**src/rtl/rvsteel_uart_fifo_pkg.sv**
```systemverilog
// Shared definitions for the FIFO-backed UART: register map, STATUS/CTRL bit
// positions, RX sampler state encodings and the parity helper.
package rvsteel_uart_fifo_pkg;

  localparam logic [4:0] ADDR_WDATA   = 5'h00;
  localparam logic [4:0] ADDR_RDATA   = 5'h04;
  localparam logic [4:0] ADDR_STATUS  = 5'h08;
  localparam logic [4:0] ADDR_CTRL    = 5'h0C;
  localparam logic [4:0] ADDR_DIVISOR = 5'h10;

  localparam int ST_TX_IDLE    = 0;
  localparam int ST_TX_FULL    = 1;
  localparam int ST_RX_AVAIL   = 2;
  localparam int ST_RX_FULL    = 3;
  localparam int ST_RX_OVR     = 4;
  localparam int ST_FRAME_ERR  = 5;
  localparam int ST_PARITY_ERR = 6;
  localparam int ST_TX_OVF     = 7;

  localparam int CTRL_PAR_EN      = 0;
  localparam int CTRL_PAR_ODD     = 1;
  localparam int CTRL_RX_IRQ_EN   = 2;
  localparam int CTRL_ERR_IRQ_EN  = 3;

  localparam logic [3:0]  CTRL_RESET = 4'h4;
  localparam logic [15:0] DIV_MIN    = 16'd4;

  // WAIT_HIGH parks the sampler after a framing error until the line idles.
  localparam logic [2:0] RX_IDLE      = 3'd0;
  localparam logic [2:0] RX_START     = 3'd1;
  localparam logic [2:0] RX_DATA      = 3'd2;
  localparam logic [2:0] RX_PARITY    = 3'd3;
  localparam logic [2:0] RX_STOP      = 3'd4;
  localparam logic [2:0] RX_WAIT_HIGH = 3'd5;

  function automatic logic parity_bit(input logic [7:0] data, input logic odd);
    return odd ? ~^data : ^data;
  endfunction

endpackage

```
**src/rtl/rvsteel_uart_fifo_sync.sv**
```systemverilog
// Single-clock FIFO with count; a pop and a push in the same cycle both
// succeed even when full, leaving the count unchanged.
module rvsteel_sync_fifo #(
  parameter int WIDTH = 8,
  parameter int DEPTH = 8
) (
  input  logic                   clock,
  input  logic                   reset_n,
  input  logic                   push_i,
  input  logic [WIDTH-1:0]       push_data_i,
  input  logic                   pop_i,
  output logic [WIDTH-1:0]       head_o,
  output logic                   full_o,
  output logic                   empty_o,
  output logic [$clog2(DEPTH):0] count_o
);

  localparam int AW = $clog2(DEPTH);
  localparam logic [AW:0] FULL_COUNT = (AW+1)'(DEPTH);

  logic [WIDTH-1:0] mem_q [DEPTH];
  logic [AW-1:0]    wr_ptr_q, wr_ptr_d;
  logic [AW-1:0]    rd_ptr_q, rd_ptr_d;
  logic [AW:0]      count_q, count_d;
  logic             push_ok, pop_ok;

  assign empty_o = (count_q == '0);
  assign full_o  = (count_q == FULL_COUNT);
  assign count_o = count_q;
  assign head_o  = mem_q[rd_ptr_q];

  assign pop_ok  = pop_i & ~empty_o;
  assign push_ok = push_i & (~full_o | pop_ok);

  always_comb begin
    wr_ptr_d = wr_ptr_q;
    rd_ptr_d = rd_ptr_q;
    count_d  = count_q;
    if (push_ok) wr_ptr_d = wr_ptr_q + AW'(1);
    if (pop_ok)  rd_ptr_d = rd_ptr_q + AW'(1);
    case ({push_ok, pop_ok})
      2'b10:   count_d = count_q + (AW+1)'(1);
      2'b01:   count_d = count_q - (AW+1)'(1);
      default: count_d = count_q;
    endcase
  end

  always_ff @(posedge clock or negedge reset_n) begin
    if (!reset_n) begin
      wr_ptr_q <= '0;
      rd_ptr_q <= '0;
      count_q  <= '0;
    end else begin
      wr_ptr_q <= wr_ptr_d;
      rd_ptr_q <= rd_ptr_d;
      count_q  <= count_d;
    end
  end

  always_ff @(posedge clock) begin
    if (push_ok) mem_q[wr_ptr_q] <= push_data_i;
  end

endmodule

```
**src/rtl/rvsteel_uart_fifo.sv**
```systemverilog
// Memory-mapped UART for the RISC-V Steel IO bus: TX/RX FIFOs, runtime
// divisor, optional parity, sticky error flags and a level interrupt.
module rvsteel_uart_fifo
  import rvsteel_uart_fifo_pkg::*;
#(
  parameter int CLOCK_FREQUENCY = 50000000,
  parameter int UART_BAUD_RATE  = 9600,
  parameter int FIFO_DEPTH      = 8
) (
  input  logic        clock,
  input  logic        reset_n,
  input  logic [4:0]  rw_address,
  output logic [31:0] read_data,
  input  logic        read_request,
  output logic        read_response,
  input  logic [31:0] write_data,
  input  logic        write_request,
  output logic        write_response,
  input  logic        uart_rx,
  output logic        uart_tx,
  output logic        uart_irq
);

  localparam logic [15:0] RESET_DIV = 16'(CLOCK_FREQUENCY / UART_BAUD_RATE);
  localparam int CW = $clog2(FIFO_DEPTH) + 1;

  // Bus-facing registers
  logic [31:0] read_data_q, read_data_d;
  logic        read_resp_q, write_resp_q;
  logic [3:0]  ctrl_q, ctrl_d;
  logic [15:0] div_q, div_d;
  logic [3:0]  flags_q, flags_d;     // {tx_ovf, parity_err, frame_err, rx_ovr}
  logic        irq_q, irq_d;

  logic wr_wdata, wr_status, wr_ctrl, wr_div, rd_rdata;
  logic [3:0] flag_clr, flag_set;

  // FIFO interfaces
  logic [7:0]    tx_head, rx_head;
  logic          tx_full, tx_empty, rx_full, rx_empty;
  logic [CW-1:0] tx_count, rx_count;
  logic          tx_load, rx_push;

  // TX shifter
  logic        tx_busy_q, tx_busy_d;
  logic        tx_line_q, tx_line_d;
  logic [9:0]  tx_shift_q, tx_shift_d;
  logic [3:0]  tx_bits_q, tx_bits_d;
  logic [15:0] tx_cnt_q, tx_cnt_d;
  logic [15:0] tx_div_q, tx_div_d;

  // RX sampler
  logic        rx_sync1_q, rx_sync2_q, rx_prev_q;
  logic [2:0]  rx_state_q, rx_state_d;
  logic [15:0] rx_cnt_q, rx_cnt_d;
  logic [15:0] rx_div_q, rx_div_d;
  logic        rx_par_en_q, rx_par_en_d;
  logic        rx_par_odd_q, rx_par_odd_d;
  logic [2:0]  rx_bit_q, rx_bit_d;
  logic [7:0]  rx_shift_q, rx_shift_d;
  logic        rx_par_q, rx_par_d;
  logic        frame_err_set, parity_err_set;

  logic [7:0]  status;
  logic        unused_bits;

  assign unused_bits = ^{write_data[31:16], tx_count, rx_count};

  assign wr_wdata  = write_request & (rw_address == ADDR_WDATA);
  assign wr_status = write_request & (rw_address == ADDR_STATUS);
  assign wr_ctrl   = write_request & (rw_address == ADDR_CTRL);
  assign wr_div    = write_request & (rw_address == ADDR_DIVISOR);
  assign rd_rdata  = read_request  & (rw_address == ADDR_RDATA);

  rvsteel_sync_fifo #(.WIDTH(8), .DEPTH(FIFO_DEPTH)) tx_fifo (
    .clock       (clock),
    .reset_n     (reset_n),
    .push_i      (wr_wdata),
    .push_data_i (write_data[7:0]),
    .pop_i       (tx_load),
    .head_o      (tx_head),
    .full_o      (tx_full),
    .empty_o     (tx_empty),
    .count_o     (tx_count)
  );

  rvsteel_sync_fifo #(.WIDTH(8), .DEPTH(FIFO_DEPTH)) rx_fifo (
    .clock       (clock),
    .reset_n     (reset_n),
    .push_i      (rx_push),
    .push_data_i (rx_shift_q),
    .pop_i       (rd_rdata),
    .head_o      (rx_head),
    .full_o      (rx_full),
    .empty_o     (rx_empty),
    .count_o     (rx_count)
  );

  assign status = {flags_q, rx_full, ~rx_empty, tx_full, tx_empty & ~tx_busy_q};

  // A pop in the same cycle frees a slot, so neither overflow flag fires then.
  assign flag_set = {wr_wdata & tx_full & ~tx_load, parity_err_set, frame_err_set,
                     rx_push & rx_full & ~rd_rdata};
  assign flag_clr = wr_status ? write_data[7:4] : 4'b0000;

  always_comb begin
    ctrl_d  = ctrl_q;
    div_d   = div_q;
    if (wr_ctrl) ctrl_d = write_data[3:0];
    if (wr_div)  div_d  = (write_data[15:0] < DIV_MIN) ? DIV_MIN : write_data[15:0];
    flags_d = (flags_q & ~flag_clr) | flag_set;
    irq_d   = (ctrl_q[CTRL_RX_IRQ_EN] & ~rx_empty) | (ctrl_q[CTRL_ERR_IRQ_EN] & (|flags_q));

    read_data_d = 32'h0;
    if (read_request) begin
      case (rw_address)
        ADDR_RDATA:   read_data_d = rx_empty ? 32'h0 : {24'h0, rx_head};
        ADDR_STATUS:  read_data_d = {24'h0, status};
        ADDR_CTRL:    read_data_d = {28'h0, ctrl_q};
        ADDR_DIVISOR: read_data_d = {16'h0, div_q};
        default:      read_data_d = 32'h0;
      endcase
    end
  end

  always_ff @(posedge clock or negedge reset_n) begin
    if (!reset_n) begin
      read_data_q  <= 32'h0;
      read_resp_q  <= 1'b0;
      write_resp_q <= 1'b0;
      ctrl_q       <= CTRL_RESET;
      div_q        <= RESET_DIV;
      flags_q      <= 4'b0000;
      irq_q        <= 1'b0;
    end else begin
      read_data_q  <= read_data_d;
      read_resp_q  <= read_request;
      write_resp_q <= write_request;
      ctrl_q       <= ctrl_d;
      div_q        <= div_d;
      flags_q      <= flags_d;
      irq_q        <= irq_d;
    end
  end

  assign read_data      = read_data_q;
  assign read_response  = read_resp_q;
  assign write_response = write_resp_q;
  assign uart_irq       = irq_q;
  assign uart_tx        = tx_line_q;

  // Loading on the last stop-bit cycle chains frames with no idle gap.
  assign tx_load = ~tx_empty & (~tx_busy_q | (tx_cnt_q == 16'd0 && tx_bits_q == 4'd0));

  always_comb begin
    tx_busy_d  = tx_busy_q;
    tx_line_d  = tx_line_q;
    tx_shift_d = tx_shift_q;
    tx_bits_d  = tx_bits_q;
    tx_cnt_d   = tx_cnt_q;
    tx_div_d   = tx_div_q;
    if (tx_load) begin
      tx_busy_d = 1'b1;
      tx_line_d = 1'b0;
      tx_div_d  = div_q;
      tx_cnt_d  = div_q - 16'd1;
      if (ctrl_q[CTRL_PAR_EN]) begin
        tx_shift_d = {1'b1, parity_bit(tx_head, ctrl_q[CTRL_PAR_ODD]), tx_head};
        tx_bits_d  = 4'd10;
      end else begin
        tx_shift_d = {2'b11, tx_head};
        tx_bits_d  = 4'd9;
      end
    end else if (tx_busy_q) begin
      if (tx_cnt_q != 16'd0) begin
        tx_cnt_d = tx_cnt_q - 16'd1;
      end else if (tx_bits_q != 4'd0) begin
        tx_line_d  = tx_shift_q[0];
        tx_shift_d = {1'b1, tx_shift_q[9:1]};
        tx_bits_d  = tx_bits_q - 4'd1;
        tx_cnt_d   = tx_div_q - 16'd1;
      end else begin
        tx_busy_d = 1'b0;
        tx_line_d = 1'b1;
      end
    end
  end

  always_ff @(posedge clock or negedge reset_n) begin
    if (!reset_n) begin
      tx_busy_q  <= 1'b0;
      tx_line_q  <= 1'b1;
      tx_shift_q <= 10'h3FF;
      tx_bits_q  <= 4'd0;
      tx_cnt_q   <= 16'd0;
      tx_div_q   <= RESET_DIV;
    end else begin
      tx_busy_q  <= tx_busy_d;
      tx_line_q  <= tx_line_d;
      tx_shift_q <= tx_shift_d;
      tx_bits_q  <= tx_bits_d;
      tx_cnt_q   <= tx_cnt_d;
      tx_div_q   <= tx_div_d;
    end
  end

  always_comb begin
    rx_state_d     = rx_state_q;
    rx_cnt_d       = rx_cnt_q;
    rx_div_d       = rx_div_q;
    rx_par_en_d    = rx_par_en_q;
    rx_par_odd_d   = rx_par_odd_q;
    rx_bit_d       = rx_bit_q;
    rx_shift_d     = rx_shift_q;
    rx_par_d       = rx_par_q;
    rx_push        = 1'b0;
    frame_err_set  = 1'b0;
    parity_err_set = 1'b0;
    case (rx_state_q)
      RX_IDLE: begin
        if (rx_prev_q && !rx_sync2_q) begin
          rx_state_d   = RX_START;
          rx_div_d     = div_q;
          rx_par_en_d  = ctrl_q[CTRL_PAR_EN];
          rx_par_odd_d = ctrl_q[CTRL_PAR_ODD];
          rx_cnt_d     = {1'b0, div_q[15:1]} - 16'd1;
        end
      end
      RX_START: begin
        if (rx_cnt_q != 16'd0) begin
          rx_cnt_d = rx_cnt_q - 16'd1;
        end else if (rx_sync2_q) begin
          rx_state_d = RX_IDLE;
        end else begin
          rx_state_d = RX_DATA;
          rx_cnt_d   = rx_div_q - 16'd1;
          rx_bit_d   = 3'd0;
        end
      end
      RX_DATA: begin
        if (rx_cnt_q != 16'd0) begin
          rx_cnt_d = rx_cnt_q - 16'd1;
        end else begin
          rx_shift_d = {rx_sync2_q, rx_shift_q[7:1]};
          rx_cnt_d   = rx_div_q - 16'd1;
          rx_bit_d   = rx_bit_q + 3'd1;
          if (rx_bit_q == 3'd7) rx_state_d = rx_par_en_q ? RX_PARITY : RX_STOP;
        end
      end
      RX_PARITY: begin
        if (rx_cnt_q != 16'd0) begin
          rx_cnt_d = rx_cnt_q - 16'd1;
        end else begin
          rx_par_d   = rx_sync2_q;
          rx_cnt_d   = rx_div_q - 16'd1;
          rx_state_d = RX_STOP;
        end
      end
      RX_STOP: begin
        if (rx_cnt_q != 16'd0) begin
          rx_cnt_d = rx_cnt_q - 16'd1;
        end else if (!rx_sync2_q) begin
          frame_err_set = 1'b1;
          rx_state_d    = RX_WAIT_HIGH;
        end else if (rx_par_en_q && (rx_par_q != parity_bit(rx_shift_q, rx_par_odd_q))) begin
          parity_err_set = 1'b1;
          rx_state_d     = RX_IDLE;
        end else begin
          rx_push    = 1'b1;
          rx_state_d = RX_IDLE;
        end
      end
      RX_WAIT_HIGH: begin
        if (rx_sync2_q) rx_state_d = RX_IDLE;
      end
      default: rx_state_d = RX_IDLE;
    endcase
  end

  always_ff @(posedge clock or negedge reset_n) begin
    if (!reset_n) begin
      rx_sync1_q   <= 1'b1;
      rx_sync2_q   <= 1'b1;
      rx_prev_q    <= 1'b1;
      rx_state_q   <= RX_IDLE;
      rx_cnt_q     <= 16'd0;
      rx_div_q     <= RESET_DIV;
      rx_par_en_q  <= 1'b0;
      rx_par_odd_q <= 1'b0;
      rx_bit_q     <= 3'd0;
      rx_shift_q   <= 8'h00;
      rx_par_q     <= 1'b0;
    end else begin
      rx_sync1_q   <= uart_rx;
      rx_sync2_q   <= rx_sync1_q;
      rx_prev_q    <= rx_sync2_q;
      rx_state_q   <= rx_state_d;
      rx_cnt_q     <= rx_cnt_d;
      rx_div_q     <= rx_div_d;
      rx_par_en_q  <= rx_par_en_d;
      rx_par_odd_q <= rx_par_odd_d;
      rx_bit_q     <= rx_bit_d;
      rx_shift_q   <= rx_shift_d;
      rx_par_q     <= rx_par_d;
    end
  end

endmodule

```
**config.mk**
```make
export PLATFORM = sky130hd
export DESIGN_NAME = rvsteel_uart_fifo
export DESIGN_NICKNAME = d
export VERILOG_FILES = /design/src/rtl/rvsteel_uart_fifo_pkg.sv /design/src/rtl/rvsteel_uart_fifo_sync.sv /design/src/rtl/rvsteel_uart_fifo.sv
export SDC_FILE = /design/constraint.sdc
export NUM_CORES = 1
export LEC_CHECK = 0
export ABC_CLOCK_PERIOD_IN_PS = 3900
export CAP_MARGIN = 20
export CORE_ASPECT_RATIO = 0.5
export CORE_UTILIZATION = 39
export DETAILED_ROUTE_END_ITERATION = 7
export SYNTH_ARGS = -nofsm -noshare
export SYNTH_HDL_FRONTEND = slang
export SYNTH_SLANG_ARGS = --single-unit
```
**constraint.sdc**
```tcl
create_clock -name clock -period 3.9 [get_ports clock]
set_clock_uncertainty 0.2 [all_clocks]
set_input_delay 1.17 -clock clock [delete_from_list [all_inputs] [get_ports clock]]
set_output_delay 1.17 -clock clock [all_outputs]
set_load 0.01 [all_outputs]
```
==> impl_results.md, run 1 <==
- Run status: complete, no violations
- Die Ht: about 140 um
- Crit path depth: 14
- Post-DRT Antenna Nets: 0
- ANT cells: 0
- Final Instance Area: 0.01661 mm^2
- Slew Limit Fails: 0
- Iteration-0 DRC Markers: between 900 and 1000
- Largest family of logic cells by synthesized area: simple AND/OR/NAND/NOR gates
- Initial Util: 39.87%
- Wire per inst: 19.64 um
- Ys flop type: dfrtp_1
- Fillers: 3250
- CP max stage delay: around 0.68 ns
- Clock-pin slew on the worst setup and hold paths: 0.06 ns
- Worst EP arrival: 3.89 ns
- Post-Synth XOR/XNOR Area: 4.997%
- DRC errors left: 0
- Chip Width: 273.7 um
- Min-Delay Startpoint: rx_sync1_q
- Row cnt: 49
- Cells after DPL: 1769
- Number of synthesized flops with an enable pin: ~130
- WP data required: 4.13 ns
- YS warnings: 0
- Pre-Repair DR Iteration Count: 8
- Crit start category: flip-flop
- Final period utilization: 93.96%
- Final setup fails: 0
- Max Root-Sink Buffers: 3
- # H-tree levels: 1
- CTS tree: yes
- Routed wire length: 35.82 mm
- Area occupied by multi-input gates: 0.006030 mm^2
- Worst-skew pair later-pin latency: 0.56 ns
- CTS Hold Bufs: 0
- Maxcap violations: 0
- Finished Layout Cells: 1824
- Hold Violations, Final: 0
- GRT Overall Usage: 19.28%
- Simple-gate portion of the synthesized area: 13.55%
- Grt total ovfl: 0
- Syn-to-layout area delta: 15.40%
- Clock Sinks: 290
- Largest fanout on the critical path: 5
- Hold endpoint: rx_sync2_q
- P_leak: roughly 6.7 nW
- Power Dens Cells: 554.0 mW/mm^2
- Crit-path leading delay family: simple AND/OR/NAND/NOR gates
- PortBufs: between 40 and 50
- Gate Count Post-Synth: 1235
- Nets: between 1000 and 1500
- Post-synthesis compound-gate area fraction: 11.40%
- Min cycle time layout: roughly 3.7 ns
- Total core area: 0.03611 mm^2
- CP max-delay cell: or4b_2
- Post-synth ARST share: 55.86%
- Max rail drop VDD: 0.3951 mV
- Avg Inst Size Synth: 11.66 um^2
- Reg2Reg Depth: 14
- Yosys reg bits: 290
- Rel. slew slack: 28.48%
- Worst r2r src: tx_cnt_q[4]
- Vias per cell: 5.571
- Initial antenna violation count: 0
- R2R Setup Slk: approximately 0.24 ns
- Total CTS buffers: 28
- Via Count: 10160
- Multiplexer share of the synthesized area: 9.743%
- Worst Hold Depth: 0
- Setup crit end kind: flip-flop
- Largest net degree at the start of global routing: 75
- R2r endpoint: tx_cnt_q[14]
- Worst path bufs/invs: 0
- Worst hold-check path type: flip-flop to flip-flop
- FF+latch area: 0.007934 mm^2
- Full die area: 0.03773 mm^2
- Max Clk Rate: approximately 0.27 GHz
- Seq/Total Area, Yosys: 55.11%
- Critical path class: flip-flop to flip-flop
- Worst slew pin tran: 1.070 ns
- Share of layout cells above drive strength 1: 18.81%
- HPWL after DPL: around 25 mm
- First-pass GRT wire length: 56.39 mm
- Cell area after synthesis: 0.01440 mm^2
- Crit-path cells: nor4_4 > nand3_2 > o31a_1 > nor2_2 > nor2_1 > a21oi_1 > ha_1 > or4b_2 > nor2_2 > nand3b_1 > nor3_1 > a31oi_1 > xnor2_1 > a21oi_1
- Root Driver: clkbuf_16
- Number of global-route vias before repair: 9961
- Placement Cell Area: 0.01569 mm^2
- RSZ-0062 raised after global routing: no
- # IOs: 78
- RePlAce Congestion: 0.8790
- Cell variety after synth: between 80 and 90
- Post-Synth Adder-Cell Area: 1.703%
## cell usage after synthesis, types with 5 or more instances
cell type	number	area share, %
a211oi_1	8	0.42
a21o_1	5	0.26
a21oi_1	67	2.3
a221o_1	6	0.42
a221oi_1	6	0.37
a222oi_1	7	0.49
a22o_1	10	0.61
a31oi_1	7	0.30
and3_1	15	0.65
buf_2	11	0.38
buf_4	21	1.1
clkbuf_1	45	1.2
dfrtp_1	133	23
dfstp_2	29	5.3
edfxtp_1	128	27
ha_1	18	1.6
inv_1	25	0.65
mux2_2	53	4.1
mux2i_1	16	1.1
mux4_2	28	4.4
nand2_1	143	3.7
nand2b_1	9	0.39
nand3_1	19	0.66
nand4_1	11	0.48
nor2_1	92	2.4
nor2b_1	9	0.39
nor3_1	33	1.1
nor4_1	13	0.56
o211ai_1	9	0.47
o21ai_0	57	2.0
o22ai_1	10	0.43
o31ai_1	9	0.47
or3_1	10	0.43
or4_1	6	0.31
xnor2_1	47	2.9
xor2_1	30	1.8
## layer usage
layer	GRT usage [%]	up-vias	part of all wire [%]
met5	0	-	0
met4	4.531	0	2.0
met2	30.44	334	46
li1	-	4702	-
met1	27.65	5077	46
met3	3.428	49	6.8
## cells in the final DEF, fill, tap and decap left out, drive strengths merged, types with 28 or more instances in the layout
| master | netlist | layout |
|---|---|---|
| mux4 | 28 | 28 |
| mux2 | 54 | 54 |
| nor2 | 94 | 94 |
| edfxtp | 128 | 128 |
| nor3 | 33 | 33 |
| nand2 | 144 | 144 |
| clkbuf | 46 | 41 |
| inv | 27 | 28 |
| dfrtp | 133 | 133 |
| dfstp | 29 | 29 |
| clkdlybuf4s50 | 0 | 44 |
| o21ai | 58 | 58 |
| xor2 | 30 | 30 |
| xnor2 | 47 | 47 |
| buf | 35 | 74 |
| a21oi | 68 | 68 |
## how the worst max path moves through the flow
stage	startpoint	end	slack, ns
after floorplan	rw_address[1]	rx_fifo.mem_q[1][0]	0.04
after global routing	tx_cnt_q[4]	tx_cnt_q[14]	0.008
after CTS	tx_cnt_q[3]	tx_cnt_q[14]	0.13
final	tx_cnt_q[4]	tx_cnt_q[14]	0.24
after global placement	rw_address[1]	rx_fifo.count_o[2]	-0.18
after detailed placement	rw_address[1]	rx_fifo.count_o[2]	-0.18
## sequential cells by signal, indices dropped and copies added (netlist names), 8 cells and up
signal,count
tx_shift_q,9
tx_fifo.mem_q,64
div_q,16
tx_cnt_q,16
rx_div_q,16
rx_cnt_q,16
read_data,16
rx_shift_q,8
rx_fifo.mem_q,64
tx_div_q,16
## cell type report
cell class	count	area share (%)
Multi-Input combinational cell	852	36.29
Timing Repair Buffer	119	6.274
Inverter	27	0.6100
Sequential cell	290	47.76
Tap cell	484	3.645
Clock buffer	40	4.986
Clock inverter	12	0.4368
## metrics by stage
step                      worst slack [ns]  utilization (%)  power [mW]  hold slack, ns  setup TNS [ns]
final                               0.2357            46.01       9.204          0.1560               0
after global routing              0.007738            46.01       9.708          0.1618               0
after CTS                           0.1310            45.94       9.204          0.1569               0
after detailed placement           -0.1798            43.45       6.520          0.1469         -0.3669
after global placement             -0.1793            43.45       6.439          0.1500         -0.2018
after floorplan                    0.03555                -       5.771          0.1452               0
## logic make-up after synthesis
group	after synthesis
and+or+nand+nor	394
DFF	290
AOI/OAI and AO/OA	246
buffers and inverters	108
muxes	98
xor gates and xnor gates	79
adders and majority gates	19
other	1
## power by group
part           internal, mW  leakage [nW]  switching (mW)
Combinational          1.04          3.03            1.31
Sequential             3.62          3.21           0.565
Clock                  1.48         0.431            1.19
## timing repair
item | in CTS | in global routing
buffers inserted | 0 | 2
setup endpoints to repair | 0 | 2
gates resized for setup | 0 | 1
No activity file was read; power rests on OpenSTA's default activity.
==> inputs of run 2 (changes only) <==
Settings changed: ABC_CLOCK_PERIOD_IN_PS 3900 to unset.
==> results of run 2 <==
No change in the layout: final DEF, timing and power equal those of run 1.
==> inputs of run 3 (changes only) <==
Settings changed: SLEW_MARGIN set to 20.
==> impl_results.md, run 3 (synthesized netlist as in run 1, its figures left out) <==
- GRT Overall Usage: 19.28%
- Worst-skew pair later-pin latency: 0.56 ns
- Root Driver: clkbuf_16
- GRT met3 Usage: approximately 3.4%
- Iteration-0 DRC Markers: 940
- Busiest grt layer: met2
- RSZ-0062 raised after global routing: no
- Crit-path leading delay family: simple AND/OR/NAND/NOR gates
- Maxcap violations: 0
- Met1 Usage GRT: 27.65%
- Placement Cell Area: 0.01569 mm^2
- CP max stage delay: 0.68 ns
- Commonest non-fill, non-tap cell in the layout: nand2_1
- CTS tree: yes
- Routed wire length: 35.78 mm
- Met2 GRT Util: 30.44%
- Max Clk Rate: approximately 0.27 GHz
- Min-Delay Startpoint: rx_sync1_q
- Wire per inst: between 15 and 20 um
- Number of global-route vias before repair: 9961
- Nets: 1378
- Final setup fails: 0
- Total CTS buffers: 28
- Crit start category: flip-flop
- Worst EP arrival: 3.91 ns
- Largest fanout on the critical path: 5
- FF+latch area: 0.007934 mm^2
- Die Ht: roughly 140 um
- Worst Hold Depth: 0
- PortBufs: 45
- Post-DRT Antenna Nets: 0
- Via Count: 10110
- Run status: complete, no violations
- P_leak: 6.666 nW
- First-pass GRT wire length: 56.39 mm
- Top Registers: rx_fifo.mem_q x64, tx_fifo.mem_q x64
- HPWL after DPL: 25.04 mm
- # H-tree levels: 1
- Worst r2r src: tx_cnt_q[10]
- Max rail drop VDD: between 0.3 and 0.4 mV
- Min cycle time layout: 3.679 ns
- Syn-to-layout area delta: 15.41%
- Slew Limit Fails: 0
- Pre-Repair DR Iteration Count: 5
- Hold endpoint: rx_sync2_q
- RePlAce Congestion: 0.8790
- Reg2Reg Depth: 14
- # IOs: between 70 and 80
- CP max-delay cell: or4b_2
- Initial antenna violation count: 0
- ANT cells: 0
- Total core area: 0.03611 mm^2
- Chip Width: 273.7 um
- Final Instance Area: 0.01661 mm^2
- R2r endpoint: tx_cnt_q[14]
- Full die area: 0.03773 mm^2
- DRC errors left: 0
- Initial Util: 39.87%
- Setup_tns: 0 ns
- Power Dens Cells: 554.0 mW/mm^2
- Largest net degree at the start of global routing: 75
- Vias per cell: 5.544
- Crit-path cells: nor4_4 > nand3_2 > o31a_1 > nor2_2 > nor2_1 > a21oi_1 > ha_1 > or4b_2 > nor2_2 > nand3b_1 > nor3_1 > a31oi_1 > xnor2_1 > a21oi_1
- Final period utilization: a little over nine tenths
- Share of layout cells above drive strength 1: 18.82%
- Area occupied by multi-input gates: 0.006036 mm^2
- Max Root-Sink Buffers: 3
- WP data required: 4.13 ns
- Rel. slew slack: between 20 and 30%
- Clock Sinks: 290
- Fillers: 3249
- Row cnt: 49
- Grt total ovfl: 0
- Hold Violations, Final: 0
- Critical path class: flip-flop to flip-flop
- Most frequent cells in the layout: 143 x nand2_1, 133 x dfrtp_1, 128 x edfxtp_1
- Worst slew pin tran: 1.061 ns
- Worst hold-check path type: flip-flop to flip-flop
- R2R Setup Slk: ~0.22 ns
- Setup crit end kind: flip-flop
- Clock-pin slew on the worst setup and hold paths: around 0.060 ns
- Worst path bufs/invs: 0
- CTS Hold Bufs: 0
==> run 3: per-stage QoR <==
| stage | hold slack, ns | utilization (%) | std cells | total power, mW | worst slack (ns) |
|---|---|---|---|---|---|
| 2_1_floorplan | 0.1452 | - | 1250 | 5.771 | 0.03555 |
| 3_3_place_gp | 0.1500 | 43.45 | 1769 | 6.439 | -0.1793 |
| 3_5_place_dp | 0.1469 | 43.45 | 1769 | 6.520 | -0.1798 |
| 4_1_cts | 0.1569 | 45.94 | 1821 | 9.204 | 0.1310 |
| 5_1_grt | 0.1618 | 46.01 | 1823 | 9.710 | 0.007736 |
| 6_report | 0.1560 | 46.01 | 1823 | 9.205 | 0.2209 |
==> run 3: timing repair <==
item                       in CTS  in global routing
setup endpoints to repair       0                  2
buffers inserted                0                  2
gates resized for setup         0                  1
==> run 3: worst reg2reg max path, stage by stage, from the launching register on <==
cell	delay (ns)
dfrtp_1	0.48
nor4_4	0.31
nand3_2	0.19
o31a_1	0.36
nor2_2	0.12
nor2_1	0.06
a21oi_1	0.13
ha_1	0.18
or4b_2	0.68
nor2_2	0.17
nand3b_1	0.10
nor3_1	0.19
a31oi_1	0.09
xnor2_1	0.20
a21oi_1	0.08
==> run 3: per-layer routing <==
metal | vias to the layer above | wire (um)
li1 | 4701 | -
met2 | 327 | 16260
met1 | 5028 | 16530
met3 | 51 | 2259
met4 | 0 | 721
met5 | - | 0
==> run 3: how the worst max path moves through the flow <==
stage	startpoint	endpoint	cells past startpoint
after floorplan	rw_address[1]	rx_fifo.mem_q[1][0]	6
after global placement	rw_address[1]	rx_fifo.count_o[2]	12
after global routing	tx_cnt_q[4]	tx_cnt_q[14]	14
after detailed placement	rw_address[1]	rx_fifo.count_o[2]	12
final	tx_cnt_q[10]	tx_cnt_q[14]	14
after CTS	tx_cnt_q[3]	tx_cnt_q[14]	14
==> run 3: where the power goes <==
part           switching, mW  total (mW)  internal, mW
Sequential             0.570        4.19          3.62
Combinational           1.31        2.35          1.04
Clock                   1.19        2.67          1.48
==> run 3: layout make-up <==
class / count / area share [%]
Inverter: 27 / 0.6100
Sequential cell: 290 / 47.75
Clock buffer: 40 / 4.985
Tap cell: 484 / 3.645
Clock inverter: 12 / 0.4368
Timing Repair Buffer: 118 / 6.243
Multi-Input combinational cell: 852 / 36.33
